File: src/rtl/serial_pkg.sv
// serial_pkg: definitions shared by the serial transmitter and receiver.
//   - FSM state codes (3 bits, also shown on the db_estado debug port)
//   - calc_cpb():     clock cycles per bit, CLOCK_HZ / BAUD_RATE truncated
//   - largura_bits(): width of a counter that must hold 0..n_bits
package serial_pkg;

  typedef logic [2:0] estado_t;

  localparam logic [2:0] INICIAL  = 3'd0;
  localparam logic [2:0] PARTIDA  = 3'd1;
  localparam logic [2:0] DADOS    = 3'd2;
  localparam logic [2:0] PARIDADE = 3'd3;
  localparam logic [2:0] PARADA   = 3'd4;
  localparam logic [2:0] FINAL    = 3'd5;

  function automatic int calc_cpb(input int clock_hz, input int baud_rate);
    return clock_hz / baud_rate;
  endfunction

  function automatic int largura_bits(input int n_bits);
    return $clog2(n_bits + 1);
  endfunction

endpackage

File: src/rtl/contador_tick.sv
// contador_tick: free-running modulo-M counter used to time one bit period.
//   clock    in  system clock, rising edge
//   reset    in  asynchronous, active-low reset
//   zera     in  synchronous clear (has priority over conta)
//   conta    in  count enable
//   fim_tick out high in the last cycle of each M-cycle period while counting
// The counter wraps 0..M-1 on its own, so consecutive bit periods never drift.
module contador_tick #(
  parameter int M = 8
) (
  input  logic clock,
  input  logic reset,
  input  logic zera,
  input  logic conta,
  output logic fim_tick
);

  localparam int W = (M > 1) ? $clog2(M) : 1;

  logic [W-1:0] cnt;

  always_ff @(posedge clock or negedge reset) begin
    if (!reset) begin
      cnt <= '0;
    end else if (zera) begin
      cnt <= '0;
    end else if (conta) begin
      if (cnt == W'(M - 1)) cnt <= '0;
      else                  cnt <= cnt + 1'b1;
    end
  end

  assign fim_tick = conta && (cnt == W'(M - 1));

endmodule

File: src/rtl/tx_serial.sv
// tx_serial: UART-style transmitter, LSB first.
// Frame: start bit (0), N_BITS data bits, optional parity bit, STOP_BITS stop
// bits (1), each held CPB = CLOCK_HZ/BAUD_RATE clock cycles; then a one-cycle
// fim pulse.
//   clock     in  system clock, rising edge
//   reset     in  asynchronous, active-low reset
//   partida   in  transmit request, accepted only while pronto is high
//   dados     in  [N_BITS-1:0] word, captured when partida is accepted
//   txd       out serial line, idle high
//   pronto    out high when a request will be accepted (INICIAL only)
//   fim       out one-cycle end-of-frame pulse (FINAL state)
//   db_estado out [2:0] current FSM state code
// Build option: define TX_SERIAL_PARITY_EN to insert a parity bit after the
// data bits (PARITY=1 odd, PARITY=0 even). Without it the frame goes straight
// from the data bits to the stop bits.
module tx_serial #(
  parameter int BAUD_RATE = 9600,
  parameter int CLOCK_HZ  = 50_000_000,
  parameter int N_BITS    = 8,
  parameter int PARITY    = 1,
  parameter int STOP_BITS = 1
) (
  input  logic              clock,
  input  logic              reset,
  input  logic              partida,
  input  logic [N_BITS-1:0] dados,
  output logic              txd,
  output logic              pronto,
  output logic              fim,
  output logic [2:0]        db_estado
);

  import serial_pkg::*;

  localparam int   CPB       = calc_cpb(CLOCK_HZ, BAUD_RATE);
  localparam int   BW        = largura_bits(N_BITS);
  localparam logic PAR_IMPAR = (PARITY != 0);

`ifdef TX_SERIAL_PARITY_EN
  localparam logic [2:0] APOS_DADOS = PARIDADE;
`else
  localparam logic [2:0] APOS_DADOS = PARADA;
`endif

  estado_t           estado;
  estado_t           prox;
  logic [N_BITS-1:0] sreg;
  logic [BW-1:0]     nbit;
  logic              par_bit;
  logic              tick;
  logic              conta;
  logic              ultimo_dado;
  logic              ultima_parada;

  // The tick counter runs only while a bit is on the line; it is held at zero
  // in INICIAL and FINAL so every frame starts on a fresh bit period.
  assign conta = (estado == PARTIDA) || (estado == DADOS) ||
                 (estado == PARIDADE) || (estado == PARADA);

  contador_tick #(.M(CPB)) u_tick (
    .clock    (clock),
    .reset    (reset),
    .zera     (!conta),
    .conta    (conta),
    .fim_tick (tick)
  );

  // nbit counts data bits in DADOS and is reused to count stop bits in PARADA.
  assign ultimo_dado   = (nbit == BW'(N_BITS - 1));
  assign ultima_parada = (nbit == BW'(STOP_BITS - 1));

  always_comb begin
    prox = estado;
    case (estado)
      INICIAL:  if (partida)                prox = PARTIDA;
      PARTIDA:  if (tick)                   prox = DADOS;
      DADOS:    if (tick && ultimo_dado)    prox = APOS_DADOS;
      PARIDADE: if (tick)                   prox = PARADA;
      PARADA:   if (tick && ultima_parada)  prox = FINAL;
      FINAL:                                prox = INICIAL;
      default:                              prox = INICIAL;
    endcase
  end

  always_ff @(posedge clock or negedge reset) begin
    if (!reset) begin
      estado  <= INICIAL;
      sreg    <= '0;
      nbit    <= '0;
      par_bit <= 1'b0;
    end else begin
      estado <= prox;
      case (estado)
        INICIAL: begin
          if (partida) begin
            sreg    <= dados;
            nbit    <= '0;
            // Parity comes from the accepted word, so later dados changes
            // cannot alter the bit in flight.
            par_bit <= PAR_IMPAR ? ~^dados : ^dados;
          end
        end
        DADOS: begin
          if (tick) begin
            sreg <= sreg >> 1;
            nbit <= ultimo_dado ? '0 : nbit + 1'b1;
          end
        end
        PARADA: begin
          if (tick) nbit <= ultima_parada ? '0 : nbit + 1'b1;
        end
        default: ;
      endcase
    end
  end

  // Moore outputs; the async reset forces INICIAL, so the line goes high at once.
  always_comb begin
    txd    = 1'b1;
    pronto = 1'b0;
    fim    = 1'b0;
    case (estado)
      INICIAL:  pronto = 1'b1;
      PARTIDA:  txd    = 1'b0;
      DADOS:    txd    = sreg[0];
      PARIDADE: txd    = par_bit;
      FINAL:    fim    = 1'b1;
      default: ;
    endcase
  end

  assign db_estado = estado;

endmodule

File: config.mk
export PLATFORM = sky130hd
export DESIGN_NAME = tx_serial
export DESIGN_NICKNAME = d
export VERILOG_FILES = /design/src/rtl/serial_pkg.sv /design/src/rtl/contador_tick.sv /design/src/rtl/tx_serial.sv
export SDC_FILE = /design/constraint.sdc
export NUM_CORES = 1
export LEC_CHECK = 0
export CORE_ASPECT_RATIO = 1.1
export CORE_MARGIN = 8
export CORE_UTILIZATION = 45
export CTS_BUF_LIST = sky130_fd_sc_hd__clkbuf_8 sky130_fd_sc_hd__clkbuf_16
export DETAILED_ROUTE_END_ITERATION = 6
export PLACE_DENSITY_LB_ADDON = 0.08
export SETUP_SLACK_MARGIN = 0.1
export SLEW_MARGIN = 20
export SYNTH_ARGS = -nofsm -noshare
export SYNTH_HDL_FRONTEND = slang
export SYNTH_SLANG_ARGS = --single-unit
File: constraint.sdc
create_clock -name clock -period 2.6 [get_ports clock]
set_input_delay 0.52 -clock clock [delete_from_list [all_inputs] [get_ports clock]]
set_output_delay 0.52 -clock clock [all_outputs]
set_load 0.05 [all_outputs]
# Word level (Yosys, flattened, before mapping)

Index checks and enable logic that the tools add are counted.

Add/sub/neg operators: 2
Reduce and logical (&&, ||, !) cells: 15
Mux-type cells: 20
Equality and inequality tests: 14

Operators with widths:

| kind                                                                   | number |
|---|---|
| 13-bit two-way mux                                                     | 2 |
| 4-bit two-way mux                                                      | 5 |
| 8-bit two-way mux                                                      | 2 |
| 8-bit case mux with 2 select lines                                     | 1 |
| 3-bit two-way mux                                                      | 5 |
| 3-bit case mux with 5 select lines                                     | 1 |
| 13-bit by 1-bit adder with 13-bit output (second input constant)       | 1 |
| 13-bit equality test (second input constant)                           | 1 |
| 4-bit case mux with 3 select lines                                     | 1 |
| 2-bit != test (second input constant)                                  | 5 |
| 8-bit XNOR reduction                                                   | 1 |
| 3-bit by 2-bit equality test with 1-bit output (second input constant) | 2 |
| 3-bit equality test (second input constant)                            | 2 |
| 5-bit AND reduction                                                    | 1 |
| 4-bit by 1-bit adder with 4-bit output (second input constant)         | 1 |
| 4-bit by 3-bit equality test with 1-bit output (second input constant) | 1 |
| 4-bit zero test                                                        | 1 |
| 2-bit by 1-bit != test with 1-bit output (second input constant)       | 2 |
| 4-bit AND reduction                                                    | 1 |
| 3-bit by 1-bit equality test with 1-bit output (second input constant) | 1 |
| 1-bit logical AND                                                      | 3 |
| 3-bit zero test                                                        | 1 |
| 1-bit logical OR                                                       | 3 |
| 1-bit case mux with 3 select lines                                     | 1 |
| 5 further kinds                                                        | 6 |

Flip-flop bits (word level): 29

# Longest topological paths before layout

Depth after elaboration: 8
Depth in mapped cells: 7

# Hierarchy

From an unflattened synthesis, not the netlist that was laid out.

Cell total of the unflattened synthesis: 187
Area, all modules: 1796.7 sq um

By module, submodules not included:

| module        | cells an instance | instances | area each (sq um) | sequential area each (sq um) |
|---|---|---|---|---|
| tx_serial     | 112               | 1         | 1051.0            | 400.4 |
| contador_tick | 75                | 1         | 745.7             | 325.3 |

# Worst setup path before layout

Ideal clock, no wire load.

Path kind: reg2reg
Start: register estado[2], in the netlist db_estado[2]
End: register sreg[0]
Setup time: 0.125 ns
Stages on the path, launching flop included: 6
Required time: 2.475 ns
Slack: -0.546 ns
Data arrival time: 3.021 ns
Path through: dfrtp_1 > clkbuf_1 > nor3_1 > nand2_1 > o21ai_4 > mux2_4

Word-level cells in the longest chain between the ends: 7
Elaborated cells between the ends (all ways): 14

RTL lines:

| element                                                                                                                 | line                             | text |
|---|---|---|
| from (decl)                                                                                                             | tx_serial.sv:45                  | `estado_t estado;` |
| from (signal assigned)                                                                                                  | tx_serial.sv:92                  | `estado <= prox;` |
| 3-bit by 1-bit equality test with 1-bit output / 3-bit by 2-bit equality test with 1-bit output (equally long branches) | tx_serial.sv:57, tx_serial.sv:93 |  |
| 1-bit logical OR (2 in series)                                                                                          | tx_serial.sv:57                  | `assign conta = (estado == PARTIDA) \|\| (estado == DADOS) \|\|` |
| 1-bit logical OR                                                                                                        | tx_serial.sv:58                  | `(estado == PARIDADE) \|\| (estado == PARADA);` |
| 1-bit logical AND                                                                                                       | contador_tick.sv:33              | `assign fim_tick = conta && (cnt == W'(M - 1));` |
| 2-bit != test (no source line)                                                                                          | -                                |  |
| 3-bit AND reduction (no source line)                                                                                    | -                                |  |
| to (signal assigned)                                                                                                    | tx_serial.sv:96                  | `sreg <= dados;` |
| to (signal assigned)                                                                                                    | tx_serial.sv:105                 | `sreg <= sreg >> 1;` |
| to (decl)                                                                                                               | tx_serial.sv:47                  | `logic [N_BITS-1:0] sreg;` |

Parallel ways exist; a longest one is shown, timed or not.
A chain may end at the register's enable or synchronous reset.

# Final worst setup path

Start: register estado[1], in the netlist db_estado[1]
End: output port db_estado[1]

RTL lines:

| element   | line            | text |
|---|---|---|
| to (decl) | tx_serial.sv:30 | `output logic [2:0] db_estado` |

No word-level cell between the ends.

==> metrics <==
max-slew violations=0; initial antenna violation count=0; status=completed; hold-fix buffer count after cts=0; Arr. time, crit path=1820 ps; Final Critical Period=2340 ps; number of synthesized flops with an enable pin=0; Placer Congestion=0.833; final net count=205; WL per Instance=13.9 µm; Simple-Gate Fraction of Synth Area=between 20% and 30%; IO Count=17; Layout area overhead=18.3%; Synth Net Count=186; register area share after synthesis=between 40% and 50%; Worst slew margin=57.4%; first-pass GRT wire length=5860 µm; Synth area leaders=dfrtp_1, nand2_1, mux2_4; synthesized flop and latch total=29; Worst-Margin Slew=630 ps; area share of the largest cell type after synthesis=a little over two fifths; syn_area_per_cell=9.67 µm²; clock sinks=29; Post-Layout Cell Count=~240; TNS Setup=0 ps; Buffers on Ports=16; clock-pin slew of the registers on the worst-case setup and hold paths=60 ps; antenna viol nets, final=0; Buf/Inv on CP=1; RSZ-0062 raised after global routing=no; clock skew=approximately 3.6 ps; mux cell area share after synthesis=between 8 and 9%; pwr dens=432 nW/µm²; total track usage=12.7%; Die X=between 70 and 80 µm; period utilisation layout=89.9%; CP Max Fanout=14; Syn Inst Count=172; Mapped Area=between 1500 and 2000 µm²; Layout fillers=approximately 350; Reg2Reg Launch Point=u_tick.cnt[5]; peak supply drop=0.265 mV; Initial Utilization=46.3%; number of max-cap violations=0; vias per cell=5.28; Synth Area in Compound Gates=6.84%; Post-synth ARST share=100%; DR vias=1278; crit start category=register; Die Height=79.8 µm; Core Box Area=3600 µm²; Netlist cell types=41; Post-route DRC=0; Max H-tree Level=2; prevailing post-synth register cell=dfrtp_1; GRT Residual Overflow=0; CP Cell Sequence=clkdlybuf4s50_1; CP Capture Point=db_estado[1]; # placed instances=234; 1st-iter DRT viols=48; Crit. Startpoint=db_estado[1]; worst-skew pair later-pin latency=roughly 280 ps; Max Freq=between 400 and 500 MHz; CTS tree=done; vias in the first global route=1299; CP endpoint kind=primary output; synth warn=0; Hold/Removal Path Class=reg2reg; Post-Synth XOR/XNOR Area=between 10% and 20%; DP HPWL=roughly 2500 µm; CP max stage delay=around 900 ps; share of cells above drive strength 1=12.5%; Setup violations, final=0; Antenna diodes=0; post-synthesis adder-cell area fraction=under 10%; Crit. path cell count=1; CP Data Required Time=2080 ps; slowest CP cell=clkdlybuf4s50_1; crit path kind=reg2out; FP Rows=23; CP delay by family, top=buffers and inverters; final wirelength=3360 µm; post-CTS setup buffer count=0; Reg2Reg Setup Slack=a little under 300 ps; hold violation count in the final report=0; cts bufs inserted=5; combinational family with the most area after synthesis=simple AND/OR/NAND/NOR gates; leading area contributor after synthesis=dfrtp_1; largest net degree at the start of global routing=30; first-pass detailed-route iteration total=4; DIE AREA=5900 µm²; Crit Reg-Reg Endpoint=sreg[3]; FF-to-FF path depth=4; CTS Buffer Depth=2; CTS Root Cell=clkbuf_8; Leak=~0.86 nW
[layout make-up]
type,count,area (µm²),share of cell area (%)
Multi-Input combinational cell,133,908,46.2
Tap cell,50,62.6,3.18
Clock buffer,5,68.8,3.50
Inverter,3,11.3,0.572
Sequential cell,29,726,36.9
Timing Repair Buffer,19,178,9.03
Clock inverter,3,13.8,0.699
[cells by family (layout without fill, tap and decap cells)]
family                   count (synthesis)  in the layout
XOR/XNOR                                20             20
flip-flops                              29             29
buffers and inverters                   10             30
multiplexers                            10             10
AND/OR/NAND/NOR                         84             84
AO/OA/AOI/OAI                           16             16
adder cells (fa/ha/maj)                  3              3
[power breakdown]
group / switching (mW) / internal [mW] / leakage (nW)
clock network: 0.165 / 0.181 / 0.0491
logic: 0.0251 / 0.0284 / 0.472
registers: 0 / 0.451 / 0.344
total: 0.190 / 0.661 / 0.864
[cells in the final DEF (no fill, tap or decap), types with 2 or more instances in the layout]
master	instances
nand2_1	31
dfrtp_1	29
nor2_1	16
clkdlybuf4s50_1	13
xnor2_1	12
xor2_1	8
mux2_4	7
and3_1	5
nand3_1	5
nor3b_1	5
clkbuf_8	5
nand4_1	4
inv_1	4
buf_4	4
nor3_1	3
a21oi_1	3
o21ai_0	3
ha_1	3
or3_1	2
o211ai_1	2
mux2i_1	2
clkinv_2	2
dlygate4sd2_1	2
[Yosys cell counts (2+ instances only)]
cell / number
xor2_1: 8
inv_1: 3
nor3_1: 4
nand2_1: 31
a21oi_1: 3
nor2_1: 16
xnor2_1: 12
mux2i_1: 2
nand4_1: 4
o211ai_1: 2
o21ai_0: 3
nand3_1: 5
or3_1: 2
clkbuf_1: 5
nor3b_1: 6
dfrtp_1: 29
mux2_4: 7
ha_1: 3
and3_1: 5
[layer usage]
layer	wire length, µm	vias up	global-route usage, %
met4	63	0	6.00
li1	-	627	-
met5	0	-	0
met1	1420	616	14.5
met2	1630	28	20.5
met3	238	7	4.65
[state kept, by name, indices dropped and copies added (netlist names)]
signal	flops
db_estado	3
nbit	4
sreg	8
u_tick.cnt	13
par_bit	1
[how the worst min path moves through the flow]
stage                              from             to  cells after the start
final                     u_tick.cnt[0]  u_tick.cnt[0]                      1
after global routing      u_tick.cnt[0]  u_tick.cnt[0]                      1
after CTS                 u_tick.cnt[0]  u_tick.cnt[0]                      1
after detailed placement  u_tick.cnt[0]  u_tick.cnt[0]                      1
after global placement    u_tick.cnt[0]  u_tick.cnt[0]                      1
after floorplan                   reset   db_estado[0]                      0
[repair_timing]
| action | 4_1_cts | 5_1_grt |
|---|---|---|
| resized for setup | 2 | 0 |
| hold endpoints to repair | 0 | 0 |
| setup endpoints to repair | 2 | 0 |
[metrics by stage]
step	hold slack, ps	worst slack (ps)	util (%)	total power, mW	cell area [µm²]
4_1_cts	474	253	54.7	0.864	1970
3_5_place_dp	466	306	52.5	0.514	1890
2_1_floorplan	224	288	-	0.482	1680
6_report	469	262	54.7	0.851	1970
5_1_grt	487	210	54.7	0.890	1970
3_3_place_gp	455	331	52.5	0.514	1890
No activity file was read; power rests on OpenSTA's default activity.
